## src/rtl/fetch_target_queue_pkg.sv

```systemverilog
// rtl/fetch_target_queue_pkg.sv - shared widths, depth default and entry layout for the fetch target queue
package fetch_target_queue_pkg;

    localparam int INST_ADDR_W = 32;
    localparam int FTQ_DEPTH   = 8;

    typedef struct packed {
        logic [INST_ADDR_W-1:0] pc;
        logic                   taken;
    } ftq_entry_t;

endpackage

```

## src/rtl/fetch_target_queue_ftq_ram.sv

```systemverilog
// rtl/fetch_target_queue_ftq_ram.sv - DEPTH-entry register file, one write port, async issue and head read ports
module ftq_ram
    import fetch_target_queue_pkg::*;
#(
    parameter int DEPTH = FTQ_DEPTH,
    parameter int IDX_W = $clog2(FTQ_DEPTH)
) (
    input  logic             Clk,
    input  logic             WrEn,
    input  logic [IDX_W-1:0] WrIdx,
    input  ftq_entry_t       WrData,
    input  logic [IDX_W-1:0] IssIdx,
    output ftq_entry_t       IssData,
    input  logic [IDX_W-1:0] HeadIdx,
    output ftq_entry_t       HeadData
);

    // Storage is deliberately not reset; the pointers define what is valid.
    ftq_entry_t mem [DEPTH];

    always_ff @(posedge Clk) begin
        if (WrEn) begin
            mem[WrIdx] <= WrData;
        end
    end

    assign IssData  = mem[IssIdx];
    assign HeadData = mem[HeadIdx];

endmodule

```

## src/rtl/fetch_target_queue.sv

```systemverilog
// rtl/fetch_target_queue.sv - in-order PC buffer between the PC stage and the ICache
// Optional same-cycle enqueue-to-request bypass when FTQ_BYPASS_EN is defined.
module fetch_target_queue
    import fetch_target_queue_pkg::*;
#(
    parameter int DEPTH = FTQ_DEPTH,
    parameter int PTR_W = $clog2(DEPTH) + 1
) (
    input  logic                   Clk,
    input  logic                   Rest,
    input  logic                   PcAble,
    input  logic [INST_ADDR_W-1:0] PcDate,
    input  logic                   PcPredTaken,
    output logic                   FtqFull,
    input  logic                   PreReDirAble,
    input  logic                   RobReDirAble,
    output logic                   IcFlush,
    output logic                   IcReqAble,
    output logic [INST_ADDR_W-1:0] IcReqPc,
    output logic                   IcReqTaken,
    output logic [PTR_W-2:0]       IcReqIdx,
    input  logic                   IcReqReady,
    input  logic                   IcRespAble,
    output logic [INST_ADDR_W-1:0] FtqHeadPc,
    output logic                   FtqHeadTaken
);

    localparam int IDX_W = PTR_W - 1;

    logic [PTR_W-1:0] WrPtr, IssPtr, FrPtr;
    logic             flush, enq, issue, retire;
    ftq_entry_t       wrEntry, issEntry, headEntry;

    assign flush   = PreReDirAble | RobReDirAble;
    assign IcFlush = flush;

    // Full comes from registered pointers only, so a same-cycle retire cannot unblock enqueue.
    assign FtqFull = (PTR_W'(WrPtr - FrPtr) == PTR_W'(DEPTH));
    assign enq     = PcAble & ~FtqFull & ~flush;

    assign wrEntry.pc    = PcDate;
    assign wrEntry.taken = PcPredTaken;

    ftq_ram #(.DEPTH(DEPTH), .IDX_W(IDX_W)) u_ram (
        .Clk      (Clk),
        .WrEn     (enq),
        .WrIdx    (WrPtr[IDX_W-1:0]),
        .WrData   (wrEntry),
        .IssIdx   (IssPtr[IDX_W-1:0]),
        .IssData  (issEntry),
        .HeadIdx  (FrPtr[IDX_W-1:0]),
        .HeadData (headEntry)
    );

`ifdef FTQ_BYPASS_EN
    logic bypass;
    assign bypass     = (IssPtr == WrPtr) & enq;
    assign IcReqAble  = ((IssPtr != WrPtr) & ~flush) | bypass;
    assign IcReqPc    = bypass ? PcDate : issEntry.pc;
    assign IcReqTaken = bypass ? PcPredTaken : issEntry.taken;
`else
    assign IcReqAble  = (IssPtr != WrPtr) & ~flush;
    assign IcReqPc    = issEntry.pc;
    assign IcReqTaken = issEntry.taken;
`endif
    assign IcReqIdx = IssPtr[IDX_W-1:0];

    assign FtqHeadPc    = headEntry.pc;
    assign FtqHeadTaken = headEntry.taken;

    assign issue  = IcReqAble & IcReqReady;
    assign retire = IcRespAble & ~flush & (FrPtr != IssPtr);

    always_ff @(posedge Clk or negedge Rest) begin
        if (!Rest) begin
            WrPtr  <= '0;
            IssPtr <= '0;
            FrPtr  <= '0;
        end else if (flush) begin
            WrPtr  <= '0;
            IssPtr <= '0;
            FrPtr  <= '0;
        end else begin
            if (enq)    WrPtr  <= WrPtr + 1'b1;
            if (issue)  IssPtr <= IssPtr + 1'b1;
            if (retire) FrPtr  <= FrPtr + 1'b1;
        end
    end

    // A response with nothing issued is an ICache protocol violation; it is dropped above.
    assert property (@(posedge Clk) disable iff (!Rest)
        !(IcRespAble && !flush && (FrPtr == IssPtr)));

endmodule

```

## config.mk

```make
export PLATFORM = sky130hd
export DESIGN_NAME = fetch_target_queue
export DESIGN_NICKNAME = d
export VERILOG_FILES = /design/src/rtl/fetch_target_queue_pkg.sv /design/src/rtl/fetch_target_queue_ftq_ram.sv /design/src/rtl/fetch_target_queue.sv
export SDC_FILE = /design/constraint.sdc
export NUM_CORES = 1
export LEC_CHECK = 0
export CORE_MARGIN = 10
export CORE_UTILIZATION = 65
export CTS_BUF_LIST = sky130_fd_sc_hd__clkbuf_8
export CTS_CLUSTER_SIZE = 20
export DETAILED_ROUTE_END_ITERATION = 8
export PLACE_DENSITY = 0.86
export SLEW_MARGIN = 20
export SYNTH_ARGS = -nofsm -noshare
export SYNTH_HDL_FRONTEND = slang
export SYNTH_SLANG_ARGS = --single-unit
```

## constraint.sdc

```tcl
create_clock -name Clk -period 10.45 [get_ports Clk]
set_input_delay 2.09 -clock Clk [delete_from_list [all_inputs] [get_ports Clk]]
set_output_delay 2.09 -clock Clk [all_outputs]
set_load 0.02 [all_outputs]
```

[Yosys cells after proc, flatten, opt, wreduce, memory -nomap -nowiden]
Memory sizes are Yosys's and may differ from the RTL's.
Index checks and enable logic that the tools add are counted.
Word-level totals
  flip-flop bits (word level): 12
  bits in writable memories: 264
  input bits: 40
  output and inout port bits: 72
  word-level logic and storage cells: 31
  memories kept: 1
Cells by class
  add/subtract/negate cells: 4
  equality and inequality tests: 3
  multiplexer cells: 8
  bitwise logic cells: 9
  reductions and logical operators: 3
Memory list
  u_ram.mem: words 8, bits a word 33, read ports 2, clocked after Yosys merged registers in 0, wr ports 1, line fetch_target_queue_ftq_ram.sv:19  | ftq_entry_t mem [DEPTH];
Operators with widths (count)
  two-way mux 4 bit: 6
  adder 4 x 1 -> 4 bit (second input constant): 3
  != test 4 bit: 2
  bitwise AND 1 bit: 6
  nonzero test 2 bit: 3
  equality test 4 bit (second input constant): 1
  subtractor 4 bit: 1
  two-way mux 1 bit: 2
  inverter 1 bit: 2
  OR 1 bit: 1

[Logic depth before layout (Yosys ltp)]
  depth after elaboration: 7
  gate-level depth with buffers: 11
  mapped depth without buffers: 7

[Hierarchy]
Synthesis repeated with hierarchy kept, for this count alone.
Unflattened totals
  cells, all modules: 604
  area total of the unflattened synthesis: 12897.4 um2
Modules (own cells, without submodules)
  ftq_ram: instances 1, cells each 511, area each 12024.0 um2, seq. area each 7927.6 um2
  fetch_target_queue: instances 1, cells each 93, area each 873.3 um2, seq. area each 300.3 um2

[Least setup slack after synthesis]
OpenSTA, ideal clock, no wires.
  kind: input to register
  start: in RobReDirAble
  end: mem u_ram.mem[1][0] (netlist bit), enable pin
  setup time: 506 ps
  data arrival time: 6093 ps
  required time: 9944 ps
  setup slack: 3851 ps
  stages: 5
  buffers on the path: 2
  path through: or2_2 -> clkbuf_1 -> or2_1 -> buf_2 -> nor4_1
Between the ends
  word-level cells in the longest chain between the ends: 5
RTL lines
  from (decl): line fetch_target_queue.sv:16  | input logic RobReDirAble,
  OR 1 bit: line fetch_target_queue.sv:34  | assign flush = PreReDirAble | RobReDirAble;
  inverter 1 bit: line fetch_target_queue.sv:39  | assign enq = PcAble & ~FtqFull & ~flush;
  bitwise AND 1 bit: line fetch_target_queue.sv:39
  two-way mux 1 bit: line fetch_target_queue_ftq_ram.sv:22  | if (WrEn) begin
  two-way mux 1 bit (implied by the code): line fetch_target_queue_ftq_ram.sv:23  | mem[WrIdx] <= WrData;
  to (decl): line fetch_target_queue_ftq_ram.sv:19
No other way between the ends.

[Worst setup path after layout]
  start: reg FrPtr[2]
  end: out FtqFull
Between the ends
  word-level cells in the longest chain between the ends: 2
RTL lines
  from (decl): line fetch_target_queue.sv:30  | logic [PTR_W-1:0] WrPtr, IssPtr, FrPtr;
  from (signal assigned): line fetch_target_queue.sv:86  | if (retire) FrPtr <= FrPtr + 1'b1;
  subtractor 4 bit: line fetch_target_queue.sv:38  | assign FtqFull = (PTR_W'(WrPtr - FrPtr) == PTR_W'(DEPTH));
  equality test 4 bit: line fetch_target_queue.sv:38
  to (decl): line fetch_target_queue.sv:14  | output logic FtqFull,
No other way between the ends.

==> results list <==
* Result of the run: complete, no violations
- TritonCTS built the clock tree.
* Post-CTS setup buffer count: 0
- Pin placement for this block handled 112 I/O pins.
- Floorplan Core Area: 0.0194 sq mm
* Setup repair after global routing missed its margin: false
- Initial Util: 0.660
- Row generation in the floorplan step produced 51 rows.
- Number of nets in the layout: 844
- Maximum buffer depth of the clock tree: 3
* Total power consumption of the routed design: 2.20 mW
- The routed layout has 7052 vias.
- Type of the worst setup path: reg2out
- Clock skew on the completed layout was measured at 22.8 ps.
- Yosys mapped a number of flops with a built-in enable equal to 264.
- CTS clock-pin slew for the worst setup and hold paths: 70 ps
- TNS Setup: 0 ps
* Global router's overall resource usage: 0.224
* Placed cells: 1017
- The tool flagged a number of max-cap violations equal to 0.
* Final core utilization: 0.775
- Min setup slack post-route: 3820 ps
- In this run the register-to-register setup slack is 5280 ps.
- Dividing total power by cell area gives a power density of 147 mW/mm^2.
- Detailed placement finished with a half-perimeter wire length of 16.6 mm.
- The placed instances occupy a cell area of 0.0142 sq mm.
- Number of antenna violations at the first check in global routing: 1
- In this run, distinct cell masters in the synthesized netlist total 38.
- Via count of the first global-routing pass: 7801
- Data on the critical path is required at its endpoint by 8360 ps.
- After detailed routing, the total wire length is 28.5 mm.
- In this run the vertical extent of the chip is 160 um.
- After layout, the minimum clock period comes to 6630 ps.
- The count of final max-slew check failures was 0.
- After clock tree synthesis, the flow added hold-fix buffers numbering 0.
- Fin. Hold Viols: 0
- Data arrives at the worst endpoint at 4540 ps.
* Proportion of layout cells with a drive suffix above 1: 0.313
- Final Cell Area: 0.0150 sq mm
* Area of the mapped netlist: 0.0128 sq mm
* Hold_ws: 613 ps
- Routability-driven placement finished with a final weighted congestion of 0.838.
- The min-delay analysis places its worst path in the category reg2reg.
* Final setup viols: 0
- Input and output buffers added on the ports amount to 111.
* DRC violations left: 0
- Compared with the post-synthesis result, the final layout area differs by 17.4%.
- For this run, the number of Yosys warnings is 0.
- From left edge to right edge, the die measures 160 um.
- Place WS: 4430 ps
* Via count normalized by instance count: 6.41
- Part of the cycle the worst path needs: 0.634
- Along the worst path, the maximum fanout reaches 37.
- Measured against its own limit, the worst slew margin works out to 0.252.
- The count of cells in the finished layout, fillers not included, comes to 1100.
- The clock net in this run drives a total of 276 sinks.
- Synthesis produced 679 cells.
- The die covers 0.0257 sq mm.
* Number of H-tree branching levels: 2
* FFs w/ async S/R, synth: 0.0435
- The synthesized design contains 276 register bits.
* Top flip-flop cell by instance count after synthesis: edfxtp_1
- Kind of start point of the critical path: flop
- Clock latency on the worst-skew pair: 550 ps
- Net count after synthesis: 725
- In this run the static leakage power is 4.84 nW.
- The cell sitting at the root of the clock tree is a clkbuf_8.
* Peak supply drop: 135 uV
- The first global-routing pass estimated 44.5 mm of wire.
- Violation count after the first detailed-route iteration: 608
- Type of element capturing the critical path: output pin
- Timing would allow up to 0.151 GHz.
- Pre-Repair DR Iteration Count: 5
* Remaining global-route overflow: 0
- The count of nets left with antenna violations once routing finished came out at 0.
- Worst-Margin Slew: 1120 ps
* Quantity of gates resized following cts: 0
- TritonCTS buffer count: 44
- Largest net degree at the start of global routing: 73
- Average routed wire per standard cell: 25.9 um
- Each instance of the synthesized netlist takes up on average 18.8 sq um.
- Portion of the post-synthesis area used by sequential elements: 0.643
-- state kept, by name (all words and copies together), names as in the netlist --
register   cells
IssPtr         4
WrPtr          4
FrPtr          4
u_ram.mem    264
-- worst max-delay path, stage by stage, from the launching register on --
cell,delay [ps]
dfrtp_2,1040
inv_2,640
ha_1,540
and3b_4,220
or3_4,390
a211oi_4,440
clkdlybuf4s50_1,710
-- area by class of cell --
cell class / count / area (sq um)
tap: 265 / 332
inverter: 8 / 30.0
clock inverter: 36 / 234
timing repair buffer: 124 / 1210
fill: 1060 / 4370
multi-input combinational: 344 / 4360
antenna: 3 / 7.51
clock buffer: 44 / 606
sequential: 276 / 8250
-- metal layers --
metal | vias up | wire length, um | GRT usage
met2 | 291 | 14900 | 0.384
met5 | - | 0 | 0
li1 | 3026 | - | -
met1 | 3684 | 10700 | 0.276
met3 | 51 | 2150 | 0.0524
met4 | 0 | 646 | 0.0755
-- synth_stat cells, drive strengths merged, types with 2 or more instances --
cell | n | area (sq um)
ha | 6 | 75.1
buf | 29 | 154
a21oi | 4 | 20.0
xnor2 | 4 | 35.0
nor4 | 7 | 43.8
edfxtp | 264 | 7930
xor2 | 11 | 96.3
o21ai | 6 | 30.0
mux4 | 132 | 2970
nand3 | 3 | 15.0
or3 | 4 | 31.3
or2 | 3 | 18.8
mux2 | 34 | 387
inv | 7 | 26.3
nand2 | 103 | 387
clkbuf | 22 | 82.6
nor2 | 13 | 48.8
o41ai | 2 | 32.5
mux2i | 2 | 20.0
dfrtp | 12 | 300
-- kinds of logic after synthesis --
kind of cell,count (synthesis),synth area share
XOR/XNOR,15,0.0103
multiplexers,168,0.264
AO/OA/AOI/OAI,15,0.00909
AND/OR/NAND/NOR,140,0.0470
flip-flops,276,0.643
buffers and inverters,59,0.0208
adder cells (fa/ha/maj),6,0.00587
-- where the power goes --
| group | switching [mW] | internal, mW | total [mW] | leakage [nW] |
|---|---|---|---|---|
| logic | 0.0503 | 0.0517 | 0.102 | 1.83 |
| registers | 0.00546 | 1.22 | 1.22 | 2.53 |
| clock network | 0.406 | 0.470 | 0.877 | 0.474 |
| total | 0.462 | 1.74 | 2.20 | 4.84 |
-- layout by cell type, fill, tap and decap left out, drive strengths merged, types with 2 or more instances in the layout --
| cell type | count |
|---|---|
| nand3 | 3 |
| xor2 | 11 |
| o21ai | 6 |
| buf | 13 |
| xnor2 | 4 |
| bufinv | 3 |
| diode | 3 |
| ha | 6 |
| nand2 | 103 |
| clkinv | 20 |
| clkdlybuf4s50 | 111 |
| mux2 | 34 |
| o41ai | 2 |
| edfxtp | 264 |
| mux2i | 2 |
| or2 | 3 |
| nor4 | 7 |
| inv | 20 |
| mux4 | 132 |
| clkbuf | 44 |
| dfrtp | 12 |
| or3 | 4 |
| a21oi | 4 |
| nor2 | 13 |
-- final timing paths --
path / cells after the start / from / endpoint
worst max-delay path: 6 / FrPtr[2] / FtqFull
worst min-delay path: 2 / WrPtr[3] / WrPtr[3]
worst max register to register: 8 / FrPtr[2] / u_ram.mem[5][15]
worst min register to register: 2 / WrPtr[3] / WrPtr[3]
max in group asynchronous: 1 / Rest / IssPtr[0]
min in group asynchronous: 1 / Rest / WrPtr[1]
No activity file was read; power rests on OpenSTA's default activity.
